File: config.mk
export PLATFORM = sky130hd
export DESIGN_NAME = vz_load_commit
export DESIGN_NICKNAME = d
export VERILOG_FILES = /design/src/rtl/vz_load_commit.sv
export SDC_FILE = /design/constraint.sdc
export NUM_CORES = 1
export LEC_CHECK = 0
export ABC_AREA = 1
export CAP_MARGIN = 20
export CORE_UTILIZATION = 42
export DETAILED_ROUTE_END_ITERATION = 10
export PLACE_DENSITY = 0.61
export SLEW_MARGIN = 20
export SYNTH_ARGS = -nofsm -noshare
export SYNTH_HDL_FRONTEND = slang
export SYNTH_SLANG_ARGS = --single-unit
File: constraint.sdc
create_clock -name I_CLK -period 3.45 [get_ports I_CLK]
set_clock_uncertainty 0.05 [all_clocks]
set_input_delay 0.69 -clock I_CLK [delete_from_list [all_inputs] [get_ports I_CLK]]
set_output_delay 0.69 -clock I_CLK [all_outputs]
set_load 0.1 [all_outputs]
File: src/rtl/vz_load_commit.sv
// vz_load_commit: turns the VZ loader's level-style write stream into single-cycle
// RAM writes, buffers them in a small FIFO that drains only when the CPU leaves the
// RAM port idle, and after an execute request injects "JP nn" at the next opcode fetch.
module vz_load_commit #(
    parameter int unsigned FIFO_AW   = 2,
    parameter logic [7:0]  JP_OPCODE = 8'hC3
) (
    input  logic        I_CLK,
    input  logic        I_RST_N,
    input  logic [15:0] I_VZ_ADDR,
    input  logic [7:0]  I_VZ_DATA,
    input  logic        I_VZ_WR,
    input  logic [15:0] I_EXEC_ADDR,
    input  logic        I_EXEC_EN,
    input  logic        I_RAM_BUSY,
    output logic [15:0] O_RAM_ADDR,
    output logic [7:0]  O_RAM_DATA,
    output logic        O_RAM_WE,
    input  logic        I_CPU_M1_N,
    input  logic        I_CPU_RD_N,
    output logic        O_OVR_EN,
    output logic [7:0]  O_OVR_DATA,
    output logic        O_BUSY,
    output logic        O_OVF
);

    localparam int unsigned Depth = 2 ** FIFO_AW;

    typedef enum logic [2:0] {
        StIdle,
        StArmed,
        StOp,
        StLo,
        StHi
    } jp_state_e;

    // FIFO storage and pointers (extra MSB distinguishes full from empty)
    logic [23:0]      fifo_mem [Depth];
    logic [FIFO_AW:0] wr_ptr_q;
    logic [FIFO_AW:0] rd_ptr_q;
    logic             fifo_empty;
    logic             fifo_full;

    // Last-write register used to collapse a held write into one entry
    logic [23:0]      last_wr_q;
    logic             last_wr_valid_q;

    // Registered RAM write port
    logic [15:0]      ram_addr_q;
    logic [7:0]       ram_data_q;
    logic             ram_we_q;
    logic             ovf_q;
    logic             busy_q;

    // Jump sequencer
    jp_state_e        state_q;
    logic [15:0]      jp_addr_q;
    logic             ovr_en_q;
    logic [7:0]       ovr_data_q;
    logic             rd_n_q;
    logic             exec_en_q;

    logic [23:0]      wr_word;
    logic             enq_req;
    logic             enq;
    logic             deq;
    logic             drop;
    logic             drained;
    logic             rd_fall;
    logic             rd_rise;
    logic             exec_rise;

    // FIFO status and handshake decode
    always_comb begin
        wr_word    = {I_VZ_ADDR, I_VZ_DATA};
        fifo_empty = (wr_ptr_q == rd_ptr_q);
        fifo_full  = (wr_ptr_q[FIFO_AW] != rd_ptr_q[FIFO_AW]) &&
                     (wr_ptr_q[FIFO_AW-1:0] == rd_ptr_q[FIFO_AW-1:0]);
        enq_req    = I_VZ_WR && (!last_wr_valid_q || (wr_word != last_wr_q));
        deq        = !fifo_empty && !I_RAM_BUSY;
        // A full FIFO still accepts a write when it is popping in the same cycle
        enq        = enq_req && (!fifo_full || deq);
        drop       = enq_req && fifo_full && !deq;
        // Nothing left to commit: no stored entry, no strobe on the port, no new entry
        drained    = fifo_empty && !ram_we_q && !enq;
        rd_fall    = rd_n_q && !I_CPU_RD_N;
        rd_rise    = !rd_n_q && I_CPU_RD_N;
        exec_rise  = I_EXEC_EN && !exec_en_q;
    end

    // FIFO storage write; contents need no reset since the pointers define validity
    always_ff @(posedge I_CLK) begin
        if (enq) begin
            fifo_mem[wr_ptr_q[FIFO_AW-1:0]] <= wr_word;
        end
    end

    // FIFO pointers
    always_ff @(posedge I_CLK or negedge I_RST_N) begin
        if (!I_RST_N) begin
            wr_ptr_q <= '0;
            rd_ptr_q <= '0;
        end else begin
            if (enq) wr_ptr_q <= wr_ptr_q + 1'b1;
            if (deq) rd_ptr_q <= rd_ptr_q + 1'b1;
        end
    end

    // Last-write tracking; a dropped write is also remembered so a held write
    // against a full FIFO is not retried every cycle
    always_ff @(posedge I_CLK or negedge I_RST_N) begin
        if (!I_RST_N) begin
            last_wr_q       <= '0;
            last_wr_valid_q <= 1'b0;
        end else if (!I_VZ_WR) begin
            last_wr_valid_q <= 1'b0;
        end else if (enq_req) begin
            last_wr_q       <= wr_word;
            last_wr_valid_q <= 1'b1;
        end
    end

    // RAM write port: one strobe per dequeued entry, address/data hold otherwise
    always_ff @(posedge I_CLK or negedge I_RST_N) begin
        if (!I_RST_N) begin
            ram_addr_q <= '0;
            ram_data_q <= '0;
            ram_we_q   <= 1'b0;
        end else begin
            ram_we_q <= deq;
            if (deq) begin
                {ram_addr_q, ram_data_q} <= fifo_mem[rd_ptr_q[FIFO_AW-1:0]];
            end
        end
    end

    // Sticky overflow flag and busy status
    always_ff @(posedge I_CLK or negedge I_RST_N) begin
        if (!I_RST_N) begin
            ovf_q  <= 1'b0;
            busy_q <= 1'b0;
        end else begin
            ovf_q  <= ovf_q | drop;
            busy_q <= !fifo_empty || ram_we_q || (state_q != StIdle);
        end
    end

    // Jump injection sequencer: JP opcode, then low and high address bytes
    always_ff @(posedge I_CLK or negedge I_RST_N) begin
        if (!I_RST_N) begin
            state_q    <= StIdle;
            jp_addr_q  <= '0;
            ovr_en_q   <= 1'b0;
            ovr_data_q <= '0;
            rd_n_q     <= 1'b1;
            exec_en_q  <= 1'b0;
        end else begin
            rd_n_q    <= I_CPU_RD_N;
            exec_en_q <= I_EXEC_EN;
            unique case (state_q)
                StIdle: begin
                    if (exec_rise) begin
                        jp_addr_q <= I_EXEC_ADDR;
                        state_q   <= StArmed;
                    end
                end
                StArmed: begin
                    // Fetches seen before the FIFO drains pass through untouched
                    if (drained && !I_CPU_M1_N && rd_fall) begin
                        ovr_en_q   <= 1'b1;
                        ovr_data_q <= JP_OPCODE;
                        state_q    <= StOp;
                    end
                end
                StOp: begin
                    if (rd_rise) begin
                        ovr_en_q <= 1'b0;
                        state_q  <= StLo;
                    end
                end
                StLo: begin
                    if (rd_fall) begin
                        ovr_en_q   <= 1'b1;
                        ovr_data_q <= jp_addr_q[7:0];
                    end else if (rd_rise && ovr_en_q) begin
                        ovr_en_q <= 1'b0;
                        state_q  <= StHi;
                    end
                end
                StHi: begin
                    if (rd_fall) begin
                        ovr_en_q   <= 1'b1;
                        ovr_data_q <= jp_addr_q[15:8];
                    end else if (rd_rise && ovr_en_q) begin
                        ovr_en_q <= 1'b0;
                        state_q  <= StIdle;
                    end
                end
                default: begin
                    ovr_en_q <= 1'b0;
                    state_q  <= StIdle;
                end
            endcase
        end
    end

    // Override is gated by RD so it never outlives the read strobe
    assign O_OVR_EN   = ovr_en_q && !I_CPU_RD_N;
    assign O_OVR_DATA = ovr_data_q;
    assign O_RAM_ADDR = ram_addr_q;
    assign O_RAM_DATA = ram_data_q;
    assign O_RAM_WE   = ram_we_q;
    assign O_BUSY     = busy_q;
    assign O_OVF      = ovf_q;

endmodule

=== Word level (Yosys, flattened, before mapping) ===
Memories as Yosys holds them, arrays and structs flattened. A register that Yosys moved wholly into a read port is not among the register bits.
Cells that the tools add are included.

* Register bits after elaboration: 64
* Memory bits (writable): 96
* Input port bits: 47
* Logic and storage cells: 98
* Memories kept: 1

* $add $sub $neg: 2
* Equality and inequality tests: 19
* Muxes and demuxes: 21
* Bitwise gates (word level): 2
* Reductions and logical operators: 40

{| class="wikitable"
|+ Memories
! name !! words !! bits a word !! read ports !! clocked after Yosys merged registers in !! write ports !! RTL line !! RTL
|-
| fifo_mem || 4 || 24 || 1 || 1 || 1 || 38 || <nowiki>logic [23:0] fifo_mem [Depth];</nowiki>
|}

{| class="wikitable"
|+ Operator list
! kind !! number
|-
| 2-to-1 mux 8 bit || 3
|-
| != test 24 bit || 1
|-
| case mux 8 bit (3 select lines) || 1
|-
| 2-to-1 mux 3 bit || 7
|-
| != test 2 bit (second input constant) || 9
|-
| logical AND 1 bit || 15
|-
| case mux 3 bit (5 select lines) || 1
|-
| zero test 1 bit || 12
|-
| 2-to-1 mux 1 bit || 8
|-
| AND reduction 4 bit || 2
|-
| AND reduction 7 bit || 1
|-
| adder 3 x 1 -> 3 bit (second input constant) || 2
|-
| equality test 3 x 2 -> 1 bit (second input constant) || 2
|-
| nonzero test 3 bit || 2
|-
| logical OR 1 bit || 4
|-
| case mux 1 bit (4 select lines) || 1
|-
| AND reduction 2 bit || 2
|-
| equality test 3 x 1 -> 1 bit (second input constant) || 1
|-
| equality test 3 bit || 1
|-
| equality test 3 bit (second input constant) || 1
|-
| zero test 3 bit || 1
|-
| != test 3 x 1 -> 1 bit (second input constant) || 1
|-
| equality test 2 bit || 1
|-
| != test 2 x 1 -> 1 bit (second input constant) || 1
|-
| other kinds (4) || 4
|}

=== Depth between registers and ports, before layout ===
* Depth after elaboration: 11
* Depth in mapped cells: 14
* Depth with buffers taken out: 13

=== Worst setup path before layout ===
OpenSTA, ideal clock, no wires.

* Path type: input to register
* Start point: input I_VZ_ADDR[7]
* End point: memory fifo_mem[1][0], enable pin
* Arrival: 2.258 ns
* Data required time: 2.995 ns
* Setup slack: 0.738 ns
* Cell stages on the path: 8
* Path buffers: 0
* Cell sequence: inv_1 o21ai_0 nor2_1 nand2_1 nor2_1 nand3_2 nand3_4 nor2_1

* Longest elaborated chain between the ends: 6

{| class="wikitable"
|+ RTL lines
! what !! RTL line !! RTL
|-
| start, declared || 10 || <nowiki>input logic [15:0] I_VZ_ADDR,</nowiki>
|-
| != test 24 bit || 79 || <nowiki>enq_req = I_VZ_WR && (!last_wr_valid_q || (wr_word != last_wr_q));</nowiki>
|-
| logical OR 1 bit || 79 ||
|-
| logical AND 1 bit || 79 ||
|-
| logical AND 1 bit || 82 || <nowiki>enq = enq_req && (!fifo_full || deq);</nowiki>
|-
| 2-to-1 mux 1 bit || 93 || <nowiki>if (enq) begin</nowiki>
|-
| 2-to-1 mux 1 bit (implied by the code) || 94 || <nowiki>fifo_mem[wr_ptr_q[FIFO_AW-1:0]] <= wr_word;</nowiki>
|-
| end, declared || 38 ||
|}

Every way passes these cells.

=== Worst setup path after layout ===
* Start point: input I_VZ_ADDR[1]
* End point: memory fifo_mem[3][3], enable pin

Same word-level chain as after synthesis.

==> results.sh <==
export IMPL_antenna_found_initial=0
export IMPL_cts_setup_buffers=0
export IMPL_insertion_delay_ps=430
export IMPL_drc=0
export IMPL_vias=5252
export IMPL_start_util=0.435
export IMPL_viasPerCell=4.97
export IMPL_end_kind="flop"
export IMPL_cp_start_kind="input pin"
export IMPL_wl_per_cell_um=16.0
export IMPL_drt_pass1_iter_count=5
export IMPL_portBuffers=82
export IMPL_grt_overflow_total=0
export IMPL_status="finished, final reports clean"
export IMPL_cts_tree="done"
export IMPL_rsz0062_at_grt="false"
export IMPL_synth_yosys_seq_area_share=0.668
export IMPL_cts_root_buf="clkbuf_16"
export IMPL_syn_nets=768
export IMPL_grt_first_pass_wirelength_um=27600
export IMPL_final_hold_viol_count=0
export IMPL_die_area_mm2=0.0187
export IMPL_holdWs_ps=228
export IMPL_synthToLayoutAreaGrowth_pct=23.4
export IMPL_p_int_mw=5.31
export IMPL_diodes=0
export IMPL_place_congestion=0.815
export IMPL_leakage_nw=3.90
export IMPL_grt_pass1_vias=5295
export IMPL_numCtsBuffers=17
export IMPL_totalWireLength_um=16900
export IMPL_power_switching_mw=4.14
export IMPL_setup_viol=0
export IMPL_slew_headroom=0.351
export IMPL_combPwrFrac=0.433
export IMPL_die_height_um=137
export IMPL_detail_route_antenna_nets=0
export IMPL_cap_violations=0
export IMPL_drt_initial_drc_count=409
export IMPL_yosysTopAreaCell="edfxtp_1"
export IMPL_min_path_type="in -> async"
export IMPL_core_area_mm2=0.0175
export IMPL_netlist_instances=716
export IMPL_syn_cell_area_mm2=0.00761
export IMPL_ctsResizeCount=0
export IMPL_synthTopCellsByCount="nor2_1 (161), edfxtp_1 (96), nand2_1 (90), dfrtp_1 (87), o21ai_0 (77)"
export IMPL_tightest_slew_ps=970
export IMPL_yosys_most_used_dff="edfxtp_1"
export IMPL_final_nets=870
export IMPL_yosysTopAreaCellShare=0.379
export IMPL_cts_htree_levels=4
export IMPL_ys_seq_elements=184
export IMPL_vdd_drop_max_v=0.000715
export IMPL_crit_arrival_ps=2950
export IMPL_p_clk_frac=0.221
export IMPL_max_clock_freq_mhz=356
export IMPL_clock_path_buffers=2
export IMPL_track_usage=0.199
export IMPL_rows=48
export IMPL_synth_cell_type_count=36
export IMPL_drive_above_1_share=0.143
export IMPL_synth_edf_count=96
export IMPL_p_sw_frac=0.438
export IMPL_postCtsHoldBufs=0
export IMPL_powerDensity_mw_per_mm2=1010
export IMPL_clock_sinks=184
export IMPL_required_ps=3590
export IMPL_nFillCells=1513
export IMPL_dp_hpwl_um=11400
export IMPL_min_period_ps=2810
export IMPL_tns_ps=0
export IMPL_syn_avg_cell_area_um2=10.6
export IMPL_grt_max_degree=51
export IMPL_fp_dieW_um=137
export IMPL_crit_fanout=15
export IMPL_ys_top_cells_by_area="edfxtp_1 (38%), dfrtp_1 (29%), nor2_1 (7.9%), o21ai_0 (5.1%), nand2_1 (4.4%)"
export IMPL_p_seq_frac=0.346
export IMPL_boundaryPins=83
export IMPL_synth_most_common_cell="nor2_1"
export IMPL_fin_crit_sh=0.814
export IMPL_worst_setup_path_type="in -> reg"
export IMPL_slew_violations=0
export IMPL_ys_async_sr_fraction=0.478
export IMPL_synth_warnings=0
export IMPL_path_clk_slew_ps=60
## power groups by stage
stage | logic [mW] | clock network [mW] | registers (mW)
2_1_floorplan | 1.65 | 0 | 4.68
3_3_place_gp | 4.03 | 0 | 3.28
3_5_place_dp | 4.10 | 0 | 3.31
4_1_cts | 4.12 | 2.12 | 3.27
5_1_grt | 4.43 | 2.21 | 3.33
6_report | 4.10 | 2.09 | 3.27
## worst paths after layout
kind / start / endpoint / slack, ps / cells after the start
max in group asynchronous: I_RST_N / last_wr_q[21] / 2310 / 2
min in group I_CLK: O_OVR_DATA[4] / O_OVR_DATA[4] / 420 / 2
worst max register to register: wr_ptr_q[1] / fifo_mem[3][3] / 1030 / 10
worst min-delay path: I_RST_N / O_RAM_DATA[3] / 230 / 1
worst min register to register: O_OVR_DATA[4] / O_OVR_DATA[4] / 420 / 2
worst max-delay path: I_VZ_ADDR[1] / fifo_mem[3][3] / 640 / 14
## critical path, cell delays in order
cell and delay [ps]:
clkdlybuf4s50_1 630, inv_1 90, nand2_1 60, o21ai_0 80
nor2_1 120, nand2_1 60, nor2_1 140, nand3_2 130
nand3_4 80, buf_4 170, inv_1 70, nand2_1 100
inv_1 250, buf_12 260
## state kept, by name, summed over array words and instances, names as in the netlist, 3 cells and up
name / cells
state_q: 3
O_RAM_ADDR: 16
rd_ptr_q: 3
last_wr_q: 24
O_OVR_DATA: 8
wr_ptr_q: 3
fifo_mem: 96
jp_addr_q: 16
O_RAM_DATA: 8
## per-layer routing
| metal | up-vias | track usage | share of wire |
|---|---|---|---|
| li1 | 2582 | - | - |
| met1 | 2513 | 0.268 | 0.47 |
| met2 | 137 | 0.314 | 0.47 |
| met3 | 20 | 0.0437 | 0.050 |
| met4 | 0 | 0.0735 | 0.015 |
| met5 | - | 0 | 0 |
## layout make-up
cell class / count / area, µm² / area share
Timing Repair Buffer: 112 / 988 / 0.105
Multi-Input combinational cell: 437 / 2150 / 0.229
Clock inverter: 12 / 200 / 0.0213
Clock buffer: 20 / 437 / 0.0465
Tap cell: 225 / 282 / 0.0300
Inverter: 66 / 248 / 0.0264
Sequential cell: 184 / 5090 / 0.541
## stage by stage
step	cells	power [mW]	cell area [µm²]	setup WS (ps)	utilization
CTS	1056	9.51	9390	644	0.537
floorplan	716	6.34	7610	738	-
finish	1056	9.45	9390	640	0.537
global placement	1024	7.31	8760	247	0.501
global route	1056	9.97	9390	439	0.537
detailed placement	1024	7.42	8760	205	0.501
## placed cells by master, fill, tap and decap left out, types with 5 or more instances in the layout
cell	netlist	final
buf_4	1	57
edfxtp_1	96	96
clkdlybuf4s50_1	0	54
o21ai_0	77	77
inv_1	63	63
nor2_1	161	158
nor2_2	2	5
mux2_2	9	9
a21oi_1	20	20
ha_1	5	5
xnor2_1	6	6
dfrtp_1	87	87
bufinv_16	0	5
clkbuf_16	0	17
nand2_1	90	90
nand3_1	11	11
xor2_1	5	5
a31oi_1	24	24
## cells by family (layout without fill, tap and decap cells)
kind of cell / count (synthesis) / count (layout) / synth area share
AND/OR/NAND/NOR: 277 / 277 / 0.147
flip-flops: 184 / 184 / 0.668
AO/OA/AOI/OAI: 133 / 133 / 0.0962
buffers and inverters: 95 / 210 / 0.0500
XOR/XNOR: 13 / 13 / 0.0169
multiplexers: 9 / 9 / 0.0133
adder cells (fa/ha/maj): 5 / 5 / 0.00822
Power figures use the tool's default switching activity.
